$ cat config.mk
export PLATFORM = sky130hd
export DESIGN_NAME = unified_mem_arbiter_flat
export DESIGN_NICKNAME = d
export VERILOG_FILES = /design/src/rtl/unified_mem_arbiter_if.sv /design/src/rtl/unified_mem_arbiter.sv /design/src/flat_wrapper.sv
export SDC_FILE = /design/constraint.sdc
export NUM_CORES = 1
export LEC_CHECK = 0
export CORE_AREA = 2 2 108 110
export CTS_CLUSTER_DIAMETER = 30
export CTS_CLUSTER_SIZE = 28
export DETAILED_ROUTE_END_ITERATION = 7
export DIE_AREA = 0 0 110 112
export PLACE_DENSITY = 0.89
export REMOVE_ABC_BUFFERS = 1
export SLEW_MARGIN = 20
export SYNTH_ARGS = -nofsm -noshare
export SYNTH_HDL_FRONTEND = slang
export SYNTH_SLANG_ARGS = --single-unit
$ cat constraint.sdc
create_clock -name clk -period 2.15 [get_ports clk]
set_input_delay 0.43 -clock clk [delete_from_list [all_inputs] [get_ports clk]]
set_output_delay 0.43 -clock clk [all_outputs]
set_load 0.02 [all_outputs]
$ cat src/rtl/unified_mem_arbiter_if.sv
// Bus bundle between the unified memory arbiter, its two requesters
// (instruction fetch and load/store) and the single-ported memory.
//
// Handshake rules, shared by both requester ports:
//   A request is accepted on a rising edge where req && ready are both high.
//   The requester holds req and its command fields stable until then.
//   After acceptance the fields may change freely.
//   valid pulses for exactly one cycle per accepted request, with err and
//   rdata qualified by it. The memory side gets a one-cycle mem_en strobe,
//   and read data comes back on mem_rdata in the following cycle.
//
// Modports:
//   slave  - the arbiter. It receives requests, drives ready/valid/rdata/err,
//            drives the memory command and receives mem_rdata.
//   master - the environment: the requesters and the memory.
interface unified_mem_arbiter_if #(
  parameter int ADDR_W = 9
);
  logic              if_req;
  logic [ADDR_W-1:0] if_addr;
  logic              if_ready;
  logic              if_valid;
  logic [31:0]       if_rdata;
  logic              if_err;

  logic              d_req;
  logic              d_we;
  logic [ADDR_W-1:0] d_addr;
  logic [31:0]       d_wdata;
  logic [2:0]        d_func3;
  logic              d_ready;
  logic              d_valid;
  logic [31:0]       d_rdata;
  logic              d_err;

  logic              mem_en;
  logic              mem_we;
  logic [ADDR_W-1:0] mem_addr;
  logic [31:0]       mem_wdata;
  logic [2:0]        mem_func3;
  logic [31:0]       mem_rdata;

  modport slave (
    input  if_req, if_addr,
    output if_ready, if_valid, if_rdata, if_err,
    input  d_req, d_we, d_addr, d_wdata, d_func3,
    output d_ready, d_valid, d_rdata, d_err,
    output mem_en, mem_we, mem_addr, mem_wdata, mem_func3,
    input  mem_rdata
  );

  modport master (
    output if_req, if_addr,
    input  if_ready, if_valid, if_rdata, if_err,
    output d_req, d_we, d_addr, d_wdata, d_func3,
    input  d_ready, d_valid, d_rdata, d_err,
    input  mem_en, mem_we, mem_addr, mem_wdata, mem_func3,
    output mem_rdata
  );
endinterface

$ cat src/rtl/unified_mem_arbiter.sv
// Shares one single-ported unified memory between instruction fetch and
// load/store. It accepts one request at a time and issues a one-cycle memory
// command. It captures the synchronous read data and returns a one-cycle
// response pulse to the owning requester. Data addresses are relocated by
// DATA_BASE. A starvation counter guarantees fetch a grant after STARVE_MAX
// consecutive losses to data.
//
// Ports:
//   clk, rst        - clock and synchronous active-high reset
//   bus (slave)     - fetch port, data port and memory command/read data
//   dbg_state       - current FSM state (IDLE=0, ISSUE=1, WAIT=2, RESP=3)
//   dbg_starve_cnt  - current starvation count, zero-extended
module unified_mem_arbiter #(
  parameter int ADDR_W     = 9,
  parameter int DATA_BASE  = 256,
  parameter int STARVE_MAX = 3
) (
  input  logic                  clk,
  input  logic                  rst,
  unified_mem_arbiter_if.slave  bus,
  output logic [1:0]            dbg_state,
  output logic [7:0]            dbg_starve_cnt
);

  localparam int                SW         = (STARVE_MAX < 1) ? 1 : $clog2(STARVE_MAX + 1);
  localparam logic [SW-1:0]     STARVE_TOP = SW'(STARVE_MAX);
  localparam logic [ADDR_W-1:0] BASE       = ADDR_W'(DATA_BASE);

  typedef enum logic [1:0] {IDLE, ISSUE, WAIT, RESP} state_t;

  state_t            state_q, state_d;
  logic [SW-1:0]     starve_q, starve_d;
  logic              owner_d_q, owner_d_d;   // 1 = data port owns the access
  logic              load_q, load_d;         // response updates rdata
  logic              mem_en_q, mem_en_d;
  logic              mem_we_q, mem_we_d;
  logic [ADDR_W-1:0] mem_addr_q, mem_addr_d;
  logic [31:0]       mem_wdata_q, mem_wdata_d;
  logic [2:0]        mem_func3_q, mem_func3_d;
  logic              if_valid_q, if_valid_d;
  logic              if_err_q, if_err_d;
  logic [31:0]       if_rdata_q, if_rdata_d;
  logic              d_valid_q, d_valid_d;
  logic              d_err_q, d_err_d;
  logic [31:0]       d_rdata_q, d_rdata_d;

  logic              can_accept;
  logic              fetch_wins;
  logic              if_ready;
  logic              d_ready;
  logic              if_acc;
  logic              d_acc;
  logic              if_mis;
  logic              d_mis;
  logic [ADDR_W-1:0] d_phys;

  // Alignment is judged on the requester address. DATA_BASE is word aligned,
  // so the relocated address has the same low bits.
  always_comb begin
    if_mis = |bus.if_addr[1:0];
    case (bus.d_func3)
      3'b010:         d_mis = |bus.d_addr[1:0];
      3'b001, 3'b101: d_mis = bus.d_addr[0];
      default:        d_mis = 1'b0;
    endcase
  end

  // Data wins by default. Fetch wins when it is the only requester, or when
  // it has already lost STARVE_MAX times in a row.
  always_comb begin
    can_accept = (state_q == IDLE) || (state_q == RESP);
    fetch_wins = bus.if_req && (!bus.d_req || (starve_q == STARVE_TOP));
    if_ready   = can_accept && fetch_wins;
    d_ready    = can_accept && bus.d_req && !fetch_wins;
    if_acc     = bus.if_req && if_ready;
    d_acc      = bus.d_req && d_ready;
    d_phys     = bus.d_addr + BASE;   // wraps silently modulo 2^ADDR_W
  end

  always_comb begin
    state_d     = state_q;
    starve_d    = starve_q;
    owner_d_d   = owner_d_q;
    load_d      = load_q;
    mem_en_d    = 1'b0;
    mem_we_d    = 1'b0;
    mem_addr_d  = mem_addr_q;
    mem_wdata_d = mem_wdata_q;
    mem_func3_d = mem_func3_q;
    if_valid_d  = 1'b0;
    if_err_d    = 1'b0;
    if_rdata_d  = if_rdata_q;
    d_valid_d   = 1'b0;
    d_err_d     = 1'b0;
    d_rdata_d   = d_rdata_q;

    case (state_q)
      ISSUE: state_d = WAIT;
      WAIT: begin
        // The memory returns data in this cycle. The response pulse appears
        // with it in RESP because the outputs are registered here.
        state_d = RESP;
        if (owner_d_q) begin
          d_valid_d = 1'b1;
          if (load_q) d_rdata_d = bus.mem_rdata;
        end else begin
          if_valid_d = 1'b1;
          if_rdata_d = bus.mem_rdata;
        end
      end
      default: state_d = IDLE;  // IDLE and RESP; an accept below overrides
    endcase

    if (if_acc) begin
      starve_d  = '0;
      owner_d_d = 1'b0;
      load_d    = 1'b1;
      if (if_mis) begin
        state_d    = RESP;
        if_valid_d = 1'b1;
        if_err_d   = 1'b1;
      end else begin
        state_d     = ISSUE;
        mem_en_d    = 1'b1;
        mem_addr_d  = bus.if_addr;
        mem_func3_d = 3'b010;
      end
    end else if (d_acc) begin
      if (bus.if_req && (starve_q != STARVE_TOP)) starve_d = starve_q + SW'(1);
      owner_d_d = 1'b1;
      load_d    = !bus.d_we;
      if (d_mis) begin
        state_d   = RESP;
        d_valid_d = 1'b1;
        d_err_d   = 1'b1;
      end else begin
        state_d     = ISSUE;
        mem_en_d    = 1'b1;
        mem_we_d    = bus.d_we;
        mem_addr_d  = d_phys;
        mem_wdata_d = bus.d_wdata;
        mem_func3_d = bus.d_func3;
      end
    end
  end

  always_ff @(posedge clk) begin
    if (rst) begin
      state_q     <= IDLE;
      starve_q    <= '0;
      owner_d_q   <= 1'b0;
      load_q      <= 1'b0;
      mem_en_q    <= 1'b0;
      mem_we_q    <= 1'b0;
      mem_addr_q  <= '0;
      mem_wdata_q <= '0;
      mem_func3_q <= '0;
      if_valid_q  <= 1'b0;
      if_err_q    <= 1'b0;
      if_rdata_q  <= '0;
      d_valid_q   <= 1'b0;
      d_err_q     <= 1'b0;
      d_rdata_q   <= '0;
    end else begin
      state_q     <= state_d;
      starve_q    <= starve_d;
      owner_d_q   <= owner_d_d;
      load_q      <= load_d;
      mem_en_q    <= mem_en_d;
      mem_we_q    <= mem_we_d;
      mem_addr_q  <= mem_addr_d;
      mem_wdata_q <= mem_wdata_d;
      mem_func3_q <= mem_func3_d;
      if_valid_q  <= if_valid_d;
      if_err_q    <= if_err_d;
      if_rdata_q  <= if_rdata_d;
      d_valid_q   <= d_valid_d;
      d_err_q     <= d_err_d;
      d_rdata_q   <= d_rdata_d;
    end
  end

  assign bus.if_ready   = if_ready;
  assign bus.if_valid   = if_valid_q;
  assign bus.if_err     = if_err_q;
  assign bus.if_rdata   = if_rdata_q;
  assign bus.d_ready    = d_ready;
  assign bus.d_valid    = d_valid_q;
  assign bus.d_err      = d_err_q;
  assign bus.d_rdata    = d_rdata_q;
  assign bus.mem_en     = mem_en_q;
  assign bus.mem_we     = mem_we_q;
  assign bus.mem_addr   = mem_addr_q;
  assign bus.mem_wdata  = mem_wdata_q;
  assign bus.mem_func3  = mem_func3_q;

  assign dbg_state      = state_q;
  assign dbg_starve_cnt = 8'(starve_q);

endmodule

$ cat src/flat_wrapper.sv
// flat-port wrapper written by rule: the top's interface ports become plain ports
module unified_mem_arbiter_flat 
#(
  parameter int ADDR_W     = 9,
  parameter int DATA_BASE  = 256,
  parameter int STARVE_MAX = 3
)
  (clk, rst, dbg_state, dbg_starve_cnt, bus_if_req, bus_if_addr, bus_if_ready, bus_if_valid, bus_if_rdata, bus_if_err, bus_d_req, bus_d_we, bus_d_addr, bus_d_wdata, bus_d_func3, bus_d_ready, bus_d_valid, bus_d_rdata, bus_d_err, bus_mem_en, bus_mem_we, bus_mem_addr, bus_mem_wdata, bus_mem_func3, bus_mem_rdata);
  unified_mem_arbiter_if #(.ADDR_W(ADDR_W)) bus_i ();
  input  logic clk;
  input  logic rst;
  output logic [1:0] dbg_state;
  output logic [7:0] dbg_starve_cnt;
  input wire logic [$bits(bus_i.if_req)-1:0] bus_if_req;
  input wire logic [$bits(bus_i.if_addr)-1:0] bus_if_addr;
  output wire logic [$bits(bus_i.if_ready)-1:0] bus_if_ready;
  output wire logic [$bits(bus_i.if_valid)-1:0] bus_if_valid;
  output wire logic [$bits(bus_i.if_rdata)-1:0] bus_if_rdata;
  output wire logic [$bits(bus_i.if_err)-1:0] bus_if_err;
  input wire logic [$bits(bus_i.d_req)-1:0] bus_d_req;
  input wire logic [$bits(bus_i.d_we)-1:0] bus_d_we;
  input wire logic [$bits(bus_i.d_addr)-1:0] bus_d_addr;
  input wire logic [$bits(bus_i.d_wdata)-1:0] bus_d_wdata;
  input wire logic [$bits(bus_i.d_func3)-1:0] bus_d_func3;
  output wire logic [$bits(bus_i.d_ready)-1:0] bus_d_ready;
  output wire logic [$bits(bus_i.d_valid)-1:0] bus_d_valid;
  output wire logic [$bits(bus_i.d_rdata)-1:0] bus_d_rdata;
  output wire logic [$bits(bus_i.d_err)-1:0] bus_d_err;
  output wire logic [$bits(bus_i.mem_en)-1:0] bus_mem_en;
  output wire logic [$bits(bus_i.mem_we)-1:0] bus_mem_we;
  output wire logic [$bits(bus_i.mem_addr)-1:0] bus_mem_addr;
  output wire logic [$bits(bus_i.mem_wdata)-1:0] bus_mem_wdata;
  output wire logic [$bits(bus_i.mem_func3)-1:0] bus_mem_func3;
  input wire logic [$bits(bus_i.mem_rdata)-1:0] bus_mem_rdata;
  assign bus_i.if_req = bus_if_req;
  assign bus_i.if_addr = bus_if_addr;
  assign bus_if_ready = bus_i.if_ready;
  assign bus_if_valid = bus_i.if_valid;
  assign bus_if_rdata = bus_i.if_rdata;
  assign bus_if_err = bus_i.if_err;
  assign bus_i.d_req = bus_d_req;
  assign bus_i.d_we = bus_d_we;
  assign bus_i.d_addr = bus_d_addr;
  assign bus_i.d_wdata = bus_d_wdata;
  assign bus_i.d_func3 = bus_d_func3;
  assign bus_d_ready = bus_i.d_ready;
  assign bus_d_valid = bus_i.d_valid;
  assign bus_d_rdata = bus_i.d_rdata;
  assign bus_d_err = bus_i.d_err;
  assign bus_mem_en = bus_i.mem_en;
  assign bus_mem_we = bus_i.mem_we;
  assign bus_mem_addr = bus_i.mem_addr;
  assign bus_mem_wdata = bus_i.mem_wdata;
  assign bus_mem_func3 = bus_i.mem_func3;
  assign bus_i.mem_rdata = bus_mem_rdata;
  unified_mem_arbiter #(.ADDR_W(ADDR_W), .DATA_BASE(DATA_BASE), .STARVE_MAX(STARVE_MAX)) u_core (.clk(clk), .rst(rst), .bus(bus_i), .dbg_state(dbg_state), .dbg_starve_cnt(dbg_starve_cnt));
endmodule
==> impl_results.html, run 1 <==
<table>
<tr><th>Metric</th><th>Value</th></tr>
<tr><th colspan="2">GRT</th></tr>
<tr><td>Overall routing resource usage</td><td>between 20% and 30%</td></tr>
<tr><td>Maximum number of pins on one net before global-route repair</td><td>between 60 and 70</td></tr>
<tr><td>Global-route wire length before repair</td><td>21.8 mm</td></tr>
<tr><td>Vias in the first global route</td><td>roughly 4700</td></tr>
<tr><td>Overflow left after global routing</td><td>0</td></tr>
<tr><td>Initial antenna violation count</td><td>0</td></tr>
<tr><th colspan="2">Power and ir drop</th></tr>
<tr><td>Total power after layout</td><td>8730 uW</td></tr>
<tr><td>Power Density</td><td>about 1200 nW/um^2</td></tr>
<tr><td>Maximum resistive drop on vdd</td><td>about 660 uV</td></tr>
<tr><td>Total leakage power</td><td>between 0.002 and 0.003 uW</td></tr>
<tr><th colspan="2">STA</th></tr>
<tr><td>Post-route clock period utilization</td><td>96.1%</td></tr>
<tr><td>Crit path setup slack, layout</td><td>84.2 ps</td></tr>
<tr><td>Worst Skew</td><td>approximately 5.9 ps</td></tr>
<tr><td>Final period demand of the worst path</td><td>2070 ps</td></tr>
<tr><td>Highest clock rate</td><td>0.484 GHz</td></tr>
<tr><td>Finish-stage setup viols</td><td>0</td></tr>
<tr><td>Setup repair after global routing missed its margin</td><td>false</td></tr>
<tr><td>Pins over their slew limit</td><td>0</td></tr>
<tr><td>Final count of hold timing violations</td><td>0</td></tr>
<tr><td>Post-route setup TNS</td><td>0 ps</td></tr>
<tr><th colspan="2">Critical path</th></tr>
<tr><td>Path type of the worst setup path</td><td>reg2out</td></tr>
<tr><td>Startpoint Class</td><td>register</td></tr>
<tr><td>Worst EP required</td><td>between 1500 and 2000 ps</td></tr>
<tr><td>Critical path peak fanout</td><td>5</td></tr>
<tr><td>Worst endpoint data arrival time</td><td>roughly 1600 ps</td></tr>
<tr><td>Sort of element at the end of the critical path</td><td>output port</td></tr>
<tr><th colspan="2">Clocking</th></tr>
<tr><td>Root cell of the clock tree</td><td>sky130_fd_sc_hd__clkbuf_16</td></tr>
<tr><td>Number of setup buffers added after CTS</td><td>0</td></tr>
<tr><td>Sink count of the clock tree</td><td>120</td></tr>
<tr><td>Maximum buffer depth of the clock tree</td><td>2</td></tr>
<tr><td>H-tree levels</td><td>4</td></tr>
<tr><td>Hold buffer count at cts</td><td>0</td></tr>
<tr><td>Clock tree from TritonCTS</td><td>yes</td></tr>
<tr><td>Gates resized, CTS repair</td><td>9</td></tr>
<tr><td>Clock-pin slew on the worst setup and hold paths</td><td>50 ps</td></tr>
<tr><td>Clock network latency to the later pin of the worst-skew pair</td><td>approximately 400 ps</td></tr>
<tr><td>TritonCTS Buffers</td><td>17</td></tr>
<tr><th colspan="2">Detailed routing</th></tr>
<tr><td>Avg Vias per Cell</td><td>5.23</td></tr>
<tr><td>DRC marker count from the first detailed-route iteration</td><td>approximately 350</td></tr>
<tr><td>Routed len/inst</td><td>roughly 15 um</td></tr>
<tr><td>Total number of vias</td><td>between 4000 and 5000</td></tr>
<tr><td>Detail Route Antenna Nets</td><td>0</td></tr>
<tr><td>Total iterations of the first detailed-routing run</td><td>5</td></tr>
<tr><td>Final wirelength</td><td>roughly 14 mm</td></tr>
<tr><td>Drc violations</td><td>0</td></tr>
<tr><th colspan="2">Final layout</th></tr>
<tr><td>Final Non-Filler Cells</td><td>between 800 and 900</td></tr>
<tr><td>Most common cell after layout, fill and taps aside</td><td>sky130_fd_sc_hd__clkdlybuf4s50_1</td></tr>
<tr><td>Area growth, synth to finish</td><td>62.9%</td></tr>
<tr><td>Most used cells in the layout excluding fill and tap cells</td><td>sky130_fd_sc_hd__clkdlybuf4s50_1, sky130_fd_sc_hd__nand2_1, sky130_fd_sc_hd__dfxtp_1</td></tr>
<tr><td>Fraction of layout instances using a drive strength above 1</td><td>approximately 8.2%</td></tr>
<tr><td>Antenna Diode Count</td><td>0</td></tr>
<tr><td>Post-layout instance area</td><td>around 7300 sq um</td></tr>
<tr><td>Number of nets in the finished design</td><td>about 840</td></tr>
<tr><th colspan="2">Logic synthesis</th></tr>
<tr><td>Number of standard cells after synthesis</td><td>approximately 550</td></tr>
<tr><td>Summed instance area of the synthesized netlist</td><td>approximately 4500 sq um</td></tr>
<tr><td>Adder-cell share of the synthesized area</td><td>less than 1%</td></tr>
<tr><td>Number of flip-flops and latches in the synthesized netlist</td><td>120</td></tr>
<tr><td>Number of warning messages in the yosys log</td><td>0</td></tr>
<tr><td>Area fraction in compound gates after synthesis</td><td>20.1%</td></tr>
<tr><td>Library cells used by synthesis</td><td>36</td></tr>
<tr><td>Avg Synthesized Cell Area</td><td>8.27 sq um</td></tr>
<tr><td>Post-synthesis sequential area ratio</td><td>a little over half</td></tr>
<tr><td>Simple logic cell fraction of the synthesized area</td><td>around 18%</td></tr>
<tr><td>Multiplexer area fraction after synthesis</td><td>1.78%</td></tr>
<tr><td>Largest family of logic cells by synthesized area</td><td>compound AO/OA/AOI/OAI gates</td></tr>
<tr><td>XOR/XNOR share of the synthesized area</td><td>less than 1%</td></tr>
<tr><th colspan="2">Die</th></tr>
<tr><td>Cell row count</td><td>39</td></tr>
<tr><td>Initial core utilization</td><td>slightly above 40%</td></tr>
<tr><td>Full die area</td><td>12300 sq um</td></tr>
<tr><td>Ports placed on the boundary</td><td>approximately 220</td></tr>
<tr><td>Core region area</td><td>11200 sq um</td></tr>
<tr><td>Vertical extent of the die</td><td>between 100 and 150 um</td></tr>
<tr><td>Die X</td><td>approximately 110 um</td></tr>
<tr><th colspan="2">Place</th></tr>
<tr><td>Dpl cell area</td><td>between 6000 and 7000 sq um</td></tr>
<tr><td>Cells after DPL</td><td>between 800 and 900</td></tr>
<tr><td>Count of buffers from port buffering</td><td>around 210</td></tr>
<tr><td>DPL Wire Length</td><td>9.63 mm</td></tr>
<tr><td>Post-Place Worst Slack</td><td>-265 ps</td></tr>
<tr><td>Global placer's final weighted congestion</td><td>between 0.7 and 0.8</td></tr>
<tr><th colspan="2">Flow run</th></tr>
<tr><td>Max-capacitance violation count</td><td>0</td></tr>
<tr><th colspan="2">Min path</th></tr>
<tr><td>Worst hold-check path type</td><td>in2reg</td></tr>
<tr><th colspan="2">Run status</th></tr>
<tr><td>Outcome</td><td>completed</td></tr>
</table>
critical path, stage by stage (launching register included):
cell and delay (ps):
sky130_fd_sc_hd__dfxtp_1 330, sky130_fd_sc_hd__inv_1 90, sky130_fd_sc_hd__ha_4 300, sky130_fd_sc_hd__nand2_2 50, sky130_fd_sc_hd__or2_4 270, sky130_fd_sc_hd__clkinv_4 50
sky130_fd_sc_hd__buf_2 150
flip-flops by register name, summed over array words and instances, names as in the netlist, 2 cells and up:
register and flops:
u_core.dbg_state 2, u_core.starve_q 2, u_core.bus.mem_wdata 32, u_core.bus.if_rdata 32
u_core.bus.mem_addr 9, u_core.bus.d_rdata 32, u_core.bus.mem_func3 3
logic make-up (layout without fill, tap and decap cells):
kind of cell	after synthesis	after routing
other	1	6
adders and majority gates	3	3
xor gates and xnor gates	1	1
buffers and inverters	59	264
and+or+nand+nor	189	189
DFF	120	120
AOI/OAI and AO/OA	164	164
muxes	8	8
layer usage:
metal / part of all wire, % / vias up / track usage (%)
met5: 0 / - / 0
met4: 1.7 / 0 / 9.20
met3: 11 / 23 / 8.43
met2: 48 / 248 / 36.5
met1: 39 / 2182 / 26.0
li1: - / 2241 / -
final cells by class:
cell class                 count  area, sq um
timing repair buffer         228         2230
clock buffer                  21          470
tap                          143          179
sequential                   120         2400
clock inverter                 9          148
inverter                       6         27.5
multi-input combinational    371         1880
fill                         861         3830
synthesized netlist by cell type:
cell type | number | area share, %
sky130_fd_sc_hd__nand2_1 | 134 | 11
sky130_fd_sc_hd__dfxtp_1 | 120 | 53
sky130_fd_sc_hd__a21oi_1 | 103 | 11
sky130_fd_sc_hd__nand3_1 | 36 | 4.0
sky130_fd_sc_hd__clkbuf_1 | 35 | 2.9
sky130_fd_sc_hd__o21ai_0 | 35 | 3.9
sky130_fd_sc_hd__a211oi_1 | 18 | 3.0
sky130_fd_sc_hd__buf_2 | 8 | 0.89
sky130_fd_sc_hd__mux2i_1 | 8 | 1.8
sky130_fd_sc_hd__buf_4 | 7 | 1.2
sky130_fd_sc_hd__inv_1 | 5 | 0.42
sky130_fd_sc_hd__nor2_1 | 5 | 0.42
sky130_fd_sc_hd__ha_1 | 3 | 0.83
sky130_fd_sc_hd__buf_6 | 2 | 0.50
sky130_fd_sc_hd__nand4_1 | 2 | 0.28
sky130_fd_sc_hd__nor2b_1 | 2 | 0.28
sky130_fd_sc_hd__nor3_1 | 2 | 0.22
sky130_fd_sc_hd__o221ai_1 | 2 | 0.39
sky130_fd_sc_hd__a221oi_1 | 1 | 0.19
sky130_fd_sc_hd__a31oi_1 | 1 | 0.14
sky130_fd_sc_hd__and2b_1 | 1 | 0.17
sky130_fd_sc_hd__buf_1 | 1 | 0.083
sky130_fd_sc_hd__clkinv_4 | 1 | 0.19
sky130_fd_sc_hd__conb_1 | 1 | 0.083
sky130_fd_sc_hd__nand2_2 | 1 | 0.14
sky130_fd_sc_hd__nand2b_1 | 1 | 0.14
sky130_fd_sc_hd__nand3b_1 | 1 | 0.17
sky130_fd_sc_hd__nor3_2 | 1 | 0.22
sky130_fd_sc_hd__nor4_1 | 1 | 0.14
sky130_fd_sc_hd__o22ai_1 | 1 | 0.14
sky130_fd_sc_hd__o22ai_2 | 1 | 0.28
sky130_fd_sc_hd__o41a_1 | 1 | 0.25
sky130_fd_sc_hd__o41ai_2 | 1 | 0.36
sky130_fd_sc_hd__or2_1 | 1 | 0.14
sky130_fd_sc_hd__or2_2 | 1 | 0.14
sky130_fd_sc_hd__xor2_1 | 1 | 0.19
path summary, 6_finish.rpt:
kind | start | end | slack [ps] | cells after the start
max | u_core.dbg_state[0] | bus_if_ready | 80 | 6
min | rst | u_core.bus.if_rdata[12] | 440 | 2
max reg2reg | u_core.dbg_state[0] | u_core.bus.mem_addr[6] | 210 | 7
min reg2reg | u_core.bus.if_rdata[2] | u_core.bus.if_rdata[2] | 460 | 2
report_power, final:
part           switching (uW)  internal, uW  total (uW)
clock                     962          2010        2970
combinational            1610          1270        2880
sequential                230          2640        2870
through the flow:
step           util, %  hold WS [ps]
2_1_floorplan        -           459
3_3_place_gp      60.1           441
3_5_place_dp      60.1           450
4_1_cts           65.8           423
5_1_grt           65.7           451
6_report          65.7           443
(Power assumes the default switching activity.)
==> run 2: changes to the inputs <==
--- a/config.mk
+++ b/config.mk
@@ -10,6 +10,7 @@
 export CTS_CLUSTER_SIZE = 28
 export DETAILED_ROUTE_END_ITERATION = 7
 export DIE_AREA = 0 0 110 112
+export GPL_ROUTABILITY_DRIVEN = 0
 export PLACE_DENSITY = 0.89
 export REMOVE_ABC_BUFFERS = 1
 export SLEW_MARGIN = 20
==> results of run 2 <==
The final DEF is identical to that of run 1; final timing and power are the same.
